## src/rtl/avmm_reg_bridge_m_if.sv

```systemverilog
// 32-bit Avalon-MM slave-side bundle carried between the width translator
// and the register bridge.
interface avmm_if #(
   parameter int AW = 16
);
   logic [AW-1:0] address;
   logic          read;
   logic          write;
   logic [31:0]   writedata;
   logic [3:0]    byteenable;
   logic [3:0]    burstcount;
   logic          waitrequest;
   logic [31:0]   readdata;
   logic          readdatavalid;

   modport master (
      output address, read, write, writedata, byteenable, burstcount,
      input  waitrequest, readdata, readdatavalid
   );

   modport slave (
      input  address, read, write, writedata, byteenable, burstcount,
      output waitrequest, readdata, readdatavalid
   );
endinterface

```

## src/rtl/avmm_reg_bridge_m.sv

```systemverilog
// Avalon-MM to local req/ack register bus bridge with ack-timeout watchdog.
// Optional AVMM_REG_BRIDGE_ERR_CNT_EN adds a saturating timeout counter, also readable in-band.
module avmm_reg_bridge_m #(
   parameter int          AW        = 16,
   parameter int          TO_CYCLES = 64,
   parameter logic [31:0] TO_RDATA  = 32'hDEAD_BEEF
) (
   input  logic          clk,
   input  logic          rst,
   avmm_if.slave         s,
   output logic          bus_req,
   output logic          bus_we,
   output logic [AW-3:0] bus_addr,
   output logic [31:0]   bus_wdata,
   output logic [3:0]    bus_be,
   input  logic          bus_ack,
   input  logic [31:0]   bus_rdata,
`ifdef AVMM_REG_BRIDGE_ERR_CNT_EN
   output logic [15:0]   err_cnt,
`endif
   output logic          timeout
);

   localparam int CW = (TO_CYCLES > 2) ? $clog2(TO_CYCLES) : 1;
   localparam logic [CW-1:0] CNT_LAST = CW'(TO_CYCLES - 1);

   typedef enum logic [1:0] {IDLE, REQ, DONE, RESP} state_e;

   state_e          state_q, state_d;
   logic [AW-3:0]   addr_q, addr_d;
   logic [31:0]     wdata_q, wdata_d;
   logic [3:0]      be_q, be_d;
   logic            we_q, we_d;
   logic            int_q, int_d;
   logic [CW-1:0]   cnt_q, cnt_d;
   logic [31:0]     rdata_q, rdata_d;
   logic            int_hit;
   logic            ack_eff;
   logic [31:0]     rdata_eff;

   // Address LSBs and burstcount carry no information for single-beat word access.
   logic unused_ok;
   assign unused_ok = ^{s.burstcount, s.address[1:0]};

`ifdef AVMM_REG_BRIDGE_ERR_CNT_EN
   logic [15:0] err_q;

   assign int_hit   = s.read & ~s.write & (&s.address[AW-1:2]);
   assign rdata_eff = int_q ? {16'h0, err_q} : bus_rdata;
   assign err_cnt   = err_q;

   always_ff @(posedge clk) begin
      if (rst)                              err_q <= '0;
      else if (timeout && err_q != 16'hFFFF) err_q <= err_q + 16'd1;
   end
`else
   assign int_hit   = 1'b0;
   assign rdata_eff = bus_rdata;
`endif

   // Internal register reads complete on the first REQ cycle, ignoring the bus.
   assign ack_eff = int_q | bus_ack;

   always_ff @(posedge clk) begin
      if (rst) begin
         state_q <= IDLE;
         addr_q  <= '0;
         wdata_q <= '0;
         be_q    <= '0;
         we_q    <= 1'b0;
         int_q   <= 1'b0;
         cnt_q   <= '0;
         rdata_q <= '0;
      end else begin
         state_q <= state_d;
         addr_q  <= addr_d;
         wdata_q <= wdata_d;
         be_q    <= be_d;
         we_q    <= we_d;
         int_q   <= int_d;
         cnt_q   <= cnt_d;
         rdata_q <= rdata_d;
      end
   end

   always_comb begin
      state_d = state_q;
      addr_d  = addr_q;
      wdata_d = wdata_q;
      be_d    = be_q;
      we_d    = we_q;
      int_d   = int_q;
      cnt_d   = cnt_q;
      rdata_d = rdata_q;
      bus_req = 1'b0;
      timeout = 1'b0;
      case (state_q)
         IDLE: begin
            cnt_d = '0;
            if (s.read | s.write) begin
               addr_d  = s.address[AW-1:2];
               wdata_d = s.writedata;
               be_d    = s.byteenable;
               we_d    = s.write;
               int_d   = int_hit;
               state_d = REQ;
            end
         end
         REQ: begin
            bus_req = ~int_q;
            cnt_d   = cnt_q + 1'b1;
            // Read register only moves for reads so readdata holds outside RESP.
            if (ack_eff) begin
               if (!we_q) rdata_d = rdata_eff;
               state_d = DONE;
            end else if (cnt_q == CNT_LAST) begin
               if (!we_q) rdata_d = TO_RDATA;
               timeout = 1'b1;
               state_d = DONE;
            end
         end
         DONE:    state_d = we_q ? IDLE : RESP;
         RESP:    state_d = IDLE;
         default: state_d = IDLE;
      endcase
   end

   assign bus_we          = bus_req & we_q;
   assign bus_addr        = addr_q;
   assign bus_wdata       = wdata_q;
   assign bus_be          = be_q;
   assign s.waitrequest   = (state_q != DONE);
   assign s.readdatavalid = (state_q == RESP);
   assign s.readdata      = rdata_q;

endmodule

```

## src/flat_wrapper.sv

```systemverilog
// flat-port wrapper written by rule: the top's interface ports become plain ports
module avmm_reg_bridge_m_flat 
#(
   parameter int          AW        = 16,
   parameter int          TO_CYCLES = 64,
   parameter logic [31:0] TO_RDATA  = 32'hDEAD_BEEF
)
  (clk, rst, bus_req, bus_we, bus_addr, bus_wdata, bus_be, bus_ack, bus_rdata, timeout, s_address, s_read, s_write, s_writedata, s_byteenable, s_burstcount, s_waitrequest, s_readdata, s_readdatavalid);
  avmm_if #(.AW(AW)) s_i ();
  input  logic clk;
  input  logic rst;
  output logic bus_req;
  output logic bus_we;
  output logic [AW-3:0] bus_addr;
  output logic [31:0] bus_wdata;
  output logic [3:0] bus_be;
  input  logic bus_ack;
  input  logic [31:0] bus_rdata;
  output logic timeout;
  input wire logic [$bits(s_i.address)-1:0] s_address;
  input wire logic [$bits(s_i.read)-1:0] s_read;
  input wire logic [$bits(s_i.write)-1:0] s_write;
  input wire logic [$bits(s_i.writedata)-1:0] s_writedata;
  input wire logic [$bits(s_i.byteenable)-1:0] s_byteenable;
  input wire logic [$bits(s_i.burstcount)-1:0] s_burstcount;
  output wire logic [$bits(s_i.waitrequest)-1:0] s_waitrequest;
  output wire logic [$bits(s_i.readdata)-1:0] s_readdata;
  output wire logic [$bits(s_i.readdatavalid)-1:0] s_readdatavalid;
  assign s_i.address = s_address;
  assign s_i.read = s_read;
  assign s_i.write = s_write;
  assign s_i.writedata = s_writedata;
  assign s_i.byteenable = s_byteenable;
  assign s_i.burstcount = s_burstcount;
  assign s_waitrequest = s_i.waitrequest;
  assign s_readdata = s_i.readdata;
  assign s_readdatavalid = s_i.readdatavalid;
  avmm_reg_bridge_m #(.AW(AW), .TO_CYCLES(TO_CYCLES), .TO_RDATA(TO_RDATA)) u_core (.clk(clk), .rst(rst), .s(s_i), .bus_req(bus_req), .bus_we(bus_we), .bus_addr(bus_addr), .bus_wdata(bus_wdata), .bus_be(bus_be), .bus_ack(bus_ack), .bus_rdata(bus_rdata), .timeout(timeout));
endmodule
```

## config.mk

```make
export PLATFORM = sky130hd
export DESIGN_NAME = avmm_reg_bridge_m_flat
export DESIGN_NICKNAME = d
export VERILOG_FILES = /design/src/rtl/avmm_reg_bridge_m_if.sv /design/src/rtl/avmm_reg_bridge_m.sv /design/src/flat_wrapper.sv
export SDC_FILE = /design/constraint.sdc
export NUM_CORES = 1
export LEC_CHECK = 0
export BUFFER_PORTS_ARGS = -buffer_cell sky130_fd_sc_hd__buf_2
export CAP_MARGIN = 15
export CORE_MARGIN = 2
export CORE_UTILIZATION = 40
export CTS_BUF_LIST = sky130_fd_sc_hd__clkbuf_8
export DETAILED_ROUTE_END_ITERATION = 8
export PLACE_DENSITY = 0.82
export SYNTH_ARGS = -nofsm -noshare
export SYNTH_HDL_FRONTEND = slang
export SYNTH_SLANG_ARGS = --single-unit
```

## constraint.sdc

```tcl
create_clock -name clk -period 1.5 [get_ports clk]
set_input_delay 0 -clock clk [delete_from_list [all_inputs] [get_ports clk]]
set_output_delay 0 -clock clk [all_outputs]
set_load 0.01 [all_outputs]
```

# Word level (Yosys, flattened, before mapping)
# Index checks and enable logic that the tools add are counted.
dict set report classes {
  eq_ne 7
  muxes 14
  n_bitwise 3
  reduce_logical 6
  addsub 1
}
# op n
set op_table {}
lappend op_table {{2-to-1 mux 32 bit} 4}
lappend op_table {{one-hot mux 6 bit (2 select lines)} 1}
lappend op_table {{2-to-1 mux 2 bit} 4}
lappend op_table {{one-hot mux 2 bit (4 select lines)} 1}
lappend op_table {{adder 6 x 1 -> 6 bit, second input constant} 1}
lappend op_table {{equality test 6 bit, second input constant} 1}
lappend op_table {{equality test 2 bit, second input constant} 2}
lappend op_table {{2-to-1 mux 1 bit} 4}
lappend op_table {{AND reduction 2 bit} 2}
lappend op_table {{nonzero test 2 bit} 2}
lappend op_table {{!= test 3 x 1 -> 1 bit, second input constant} 1}
lappend op_table {{AND reduction 3 bit} 1}
lappend op_table {{equality test 2 x 1 -> 1 bit, second input constant} 1}
lappend op_table {{zero test 2 bit} 1}
lappend op_table {{!= test 2 x 1 -> 1 bit, second input constant} 1}
lappend op_table {{!= test 2 bit, second input constant} 1}
lappend op_table {{AND 1 bit} 1}
lappend op_table {{NOT 1 bit} 1}
lappend op_table {{bitwise OR 1 bit} 1}
dict set report totals {
  input_bits 93
  wordCells 38
  out_inout_bits 87
  register_bits 91
}

# Depth between registers and ports, before layout
dict set report logic_depth {
  ltp_word 4
  depth_mapped 5
  mapped_depth_nobuf 4
}

# Worst setup path before layout
# OpenSTA, ideal clock, no wires.
dict set report synth_timing {
  kind {reg-to-reg}
  start {register u_core.cnt_q[0]}
  end {register u_core.rdata_q[14], in the netlist u_core.s.readdata[14]}
  t_required_ps 1384
  setup_time_ps 116
  period_less_slack_ps 1473
  setup_slack_ps 27
  n_path_buf 1
  path_stages_with_launch 6
  arrival_ps 1357
  path_cell_list {dfxtp_1 ha_1 and4_1 a41oi_4 buf_6 a31o_2}
}
dict set report synth_between {
  elab_chain_cells 3
}
# item line_no
set synth_lines {}
lappend synth_lines {{start: declaration} avmm_reg_bridge_m.sv:35} ;# logic [CW-1:0] cnt_q, cnt_d;
lappend synth_lines {{start signal: assignment} avmm_reg_bridge_m.sv:81} ;# cnt_q <= cnt_d;
lappend synth_lines {{equality test 6 bit} avmm_reg_bridge_m.sv:116} ;# end else if (cnt_q == CNT_LAST) begin
lappend synth_lines {{nonzero test 2 bit (no source line)} n/a}
lappend synth_lines {{AND reduction 3 bit (no source line)} n/a}
lappend synth_lines {{end signal: assignment} avmm_reg_bridge_m.sv:82} ;# rdata_q <= rdata_d;
lappend synth_lines {{end: declaration} avmm_reg_bridge_m.sv:36} ;# logic [31:0] rdata_q, rdata_d;
# Every way passes these cells.
# A chain may end at the register's enable or synchronous reset.

# Worst setup path after layout
dict set report layout_timing {
  start {register u_core.cnt_q[1]}
  end {register u_core.rdata_q[8], in the netlist u_core.s.readdata[8]}
}
# The elaborated chain is that of the path after synthesis.

==> results.yml <==
setup_path:
  ff2ff_path_depth: 5
  crit_chain: "ha_4 > and4_4 > a41oi_4 > buf_12 > a31o_2"
  cp-start-kind: "register"
  crit_type: "register to register"
  cp_max_fo: 32
  slowest_stage: "dfxtp_2"
  endpoint_kind: "register"
  reg2reg_from: "u_core.cnt_q[1]"
  required_ns: 1.75
  critPathMaxStageDelay_ns: 0.37
  r2r_setup_slack_ns: 0.03
  cp.arrival_ns: 1.72
  r2r_end: "u_core.s.readdata[8]"
placed_design:
  gp_congestion: 0.7866
  io_buffers: 173
  hpwlAfterDp_um: 6891
clock_tree:
  clockBufferDepth: 2
  ctsHtreeMaxLevel: 3
  cts-root-buf: "clkbuf_8"
  cts_made_buffers: 9
  cts.clk_slew.worst_paths_ns: 0.10
  clock-sinks: 91
  clk_latency_ns: 0.36
  cts_tree: "built"
sta:
  rsz0062_at_grt: "true"
  worstMarginPinSlew_ns: 0.5010
  maxSlewHeadroom: 0.6656
  final_hold_viol_count: 0
  period_share: 0.9781
  skew_ns: 0.01172
  drv_slew: 0
  min_period_ns: 1.467
  setup_violations: 0
  hold-worst-slack_ns: 0.1823
  fmax_mhz: 681.6
die:
  die_h_um: 99.87
  initial_core_util: 0.4174
  ios: 180
  rows: 34
  die_w_um: 99.87
  dieArea_um2: 9973
  coreArea_um2: 8806
hold_path:
  hp-class: "input pin to register"
  hold_depth: 3
  worstHoldStart: "rst"
  min_to: "u_core.bus_addr[10]"
final_layout:
  multi_input_area_um2: 1602
  regArea_um2: 1826
  final_nets: 758
  area_delta_synth_final_pct: 57.73
  drive_gt1_frac: 0.3782
  fillers: 699
  antennaDiodeCount: 0
power:
  irDropWorstVdd_uv: 552.4
  power.density_nw_per_um2: 985.7
  finalPower_mw: 5.715
  p_leak_nw: 2.637
global_route:
  grtUsageTotal: 0.2343
  first_global_vias: 4096
  grt_first_pass_wirelength_um: 18860
  antenna_found_initial: 0
  grt_remaining_overflow: 0
  grt_max_degree: 77
logic_synthesis:
  ys_types: 38
  syn_area_per_cell_um2: 8.901
  ys_seq_elements: 91
  syn-num-nets: 507
  syn_inst: 413
  synthesis.area_um2: 3676
  yosys_warnings: 0
  seq_area_frac_synth: 0.4956
detailed_routing:
  via_per_inst: 5.207
  drt-initial-drc-count: 204
  dr.pass1.iters: 5
  ant_nets: 0
  remaining_drc_errors: 0
  wl_per_cell_um: 15.51
  dr_total_vias: 4046
  detail_route.wirelength_um: 12050
outcome:
  status: "finished clean"
run:
  maxCapViolCount: 0
## placed cells by master, fill, tap and decap left out, types with 6 or more instances in the layout
cell type / synthesis / final
buf_2: 14 / 172
a211oi_2: 24 / 24
nand3_1: 50 / 50
dlygate4sd3_1: 0 / 85
and3_1: 8 / 8
clkbuf_8: 0 / 9
a31o_2: 7 / 6
nor2_1: 32 / 31
o21ai_0: 52 / 52
buf_4: 0 / 17
dfxtp_1: 91 / 88
a21oi_1: 52 / 52
inv_1: 27 / 27
## where the power goes
group	switching (mW)	total, mW	leakage [nW]	internal, mW
Sequential	0.103	2.71	0.748	2.61
Clock	0.919	1.71	0.0973	0.794
Combinational	0.675	1.29	1.79	0.615
## how the worst max path moves through the flow
stage | cells past startpoint | end | start | slack, ns
after floorplan | 5 | u_core.s.readdata[14] | u_core.cnt_q[0] | 0.03
after global placement | 5 | u_core.s.readdata[24] | u_core.cnt_q[0] | 0.005
after detailed placement | 5 | u_core.s.readdata[24] | u_core.cnt_q[1] | -0.04
after CTS | 5 | u_core.s.readdata[8] | u_core.cnt_q[1] | 0.04
after global routing | 5 | u_core.s.readdata[4] | u_core.cnt_q[1] | -0.006
final | 5 | u_core.s.readdata[8] | u_core.cnt_q[1] | 0.03
## worst max-delay path, delay by kind of cell (launching register included)
| family | cells | cell delay (ns) |
|---|---|---|
| adder cells (fa/ha/maj) | 1 | 0.14 |
| buffers and inverters | 1 | 0.21 |
| flip-flops | 1 | 0.37 |
| AND/OR/NAND/NOR | 1 | 0.24 |
| AO/OA/AOI/OAI | 2 | 0.40 |
## stage by stage
step / setup WS, ns / TNS, ns / util / std cells / cell area (um2)
floorplan: 0.02681 / 0 / - / 413 / 3676
global placement: 0.004578 / 0 / 0.5325 / 674 / 4690
detailed placement: -0.03959 / -0.6449 / 0.5325 / 674 / 4690
CTS: 0.03821 / 0 / 0.6550 / 775 / 5768
global route: -0.005511 / -0.01509 / 0.6584 / 777 / 5798
finish: 0.03279 / 0 / 0.6584 / 777 / 5798
## metal layers
layer	vias to the layer above	part of all wire	GRT usage	wire, um
met3	29	0.073	0.06546	876
met2	194	0.51	0.4090	6103
li1	1948	-	-	-
met5	-	0	0	0
met1	1875	0.40	0.2714	4791
met4	0	0.023	0.09378	278
## timing repair
| action | CTS | global route |
|---|---|---|
| buffers inserted | 1 | 2 |
| endpoints found under the hold margin | 84 | 0 |
| endpoints found under the setup margin | 33 | 11 |
| pin swaps | 2 | 1 |
| hold buffers | 85 | 0 |
| resized for setup | 7 | 3 |
## cell families after synthesis
kind of cell / count (synthesis) / share of synthesized area
buffers and inverters: 66 / 0.07863
adders and majority gates: 1 / 0.003403
xor gates and xnor gates: 4 / 0.009532
DFF: 91 / 0.4956
and+or+nand+nor: 109 / 0.1522
AOI/OAI and AO/OA: 142 / 0.2607
## flip-flops by register name (all words and copies together), names as in the netlist
register,flops
u_core.we_q,1
u_core.s.readdata,32
u_core.bus_addr,14
u_core.bus_be,4
u_core.bus_wdata,32
u_core.cnt_q,6
u_core.state_q,2
## final cells by class
class | count | share of cell area
Timing Repair Buffer | 279 | 0.3330
Sequential cell | 91 | 0.3148
Multi-Input combinational cell | 256 | 0.2762
Tap cell | 108 | 0.02331
Clock buffer | 9 | 0.02136
Inverter | 27 | 0.01748
Clock inverter | 7 | 0.01381
## synth_stat cells, drive strengths merged
master	count	area, um2
and2b	1	10.01
and4	1	8.760
or2	2	12.52
dfxtp	91	1822
and4b	1	10.01
a211oi	25	307.8
and3	8	50.05
o31a	1	8.760
and4bb	1	16.27
buf	17	103.9
xor2	3	26.28
a22oi	1	7.510
nor3	1	5.000
a31o	8	70.07
or3	1	6.260
a41oi	1	27.53
a21o	1	7.510
inv	27	101.4
clkbuf	22	83.83
nand3	50	250.2
o21ai	52	260.3
nor2	33	126.4
a21oi	52	260.3
nand4b	2	17.52
and2	1	6.260
nor3b	1	7.510
nand4bb	1	11.26
ha	1	12.51
xnor2	1	8.760
a2111oi	1	8.760
nor2b	1	6.260
nand2	4	15.01
Note: power is estimated with default switching activity, not from simulation.
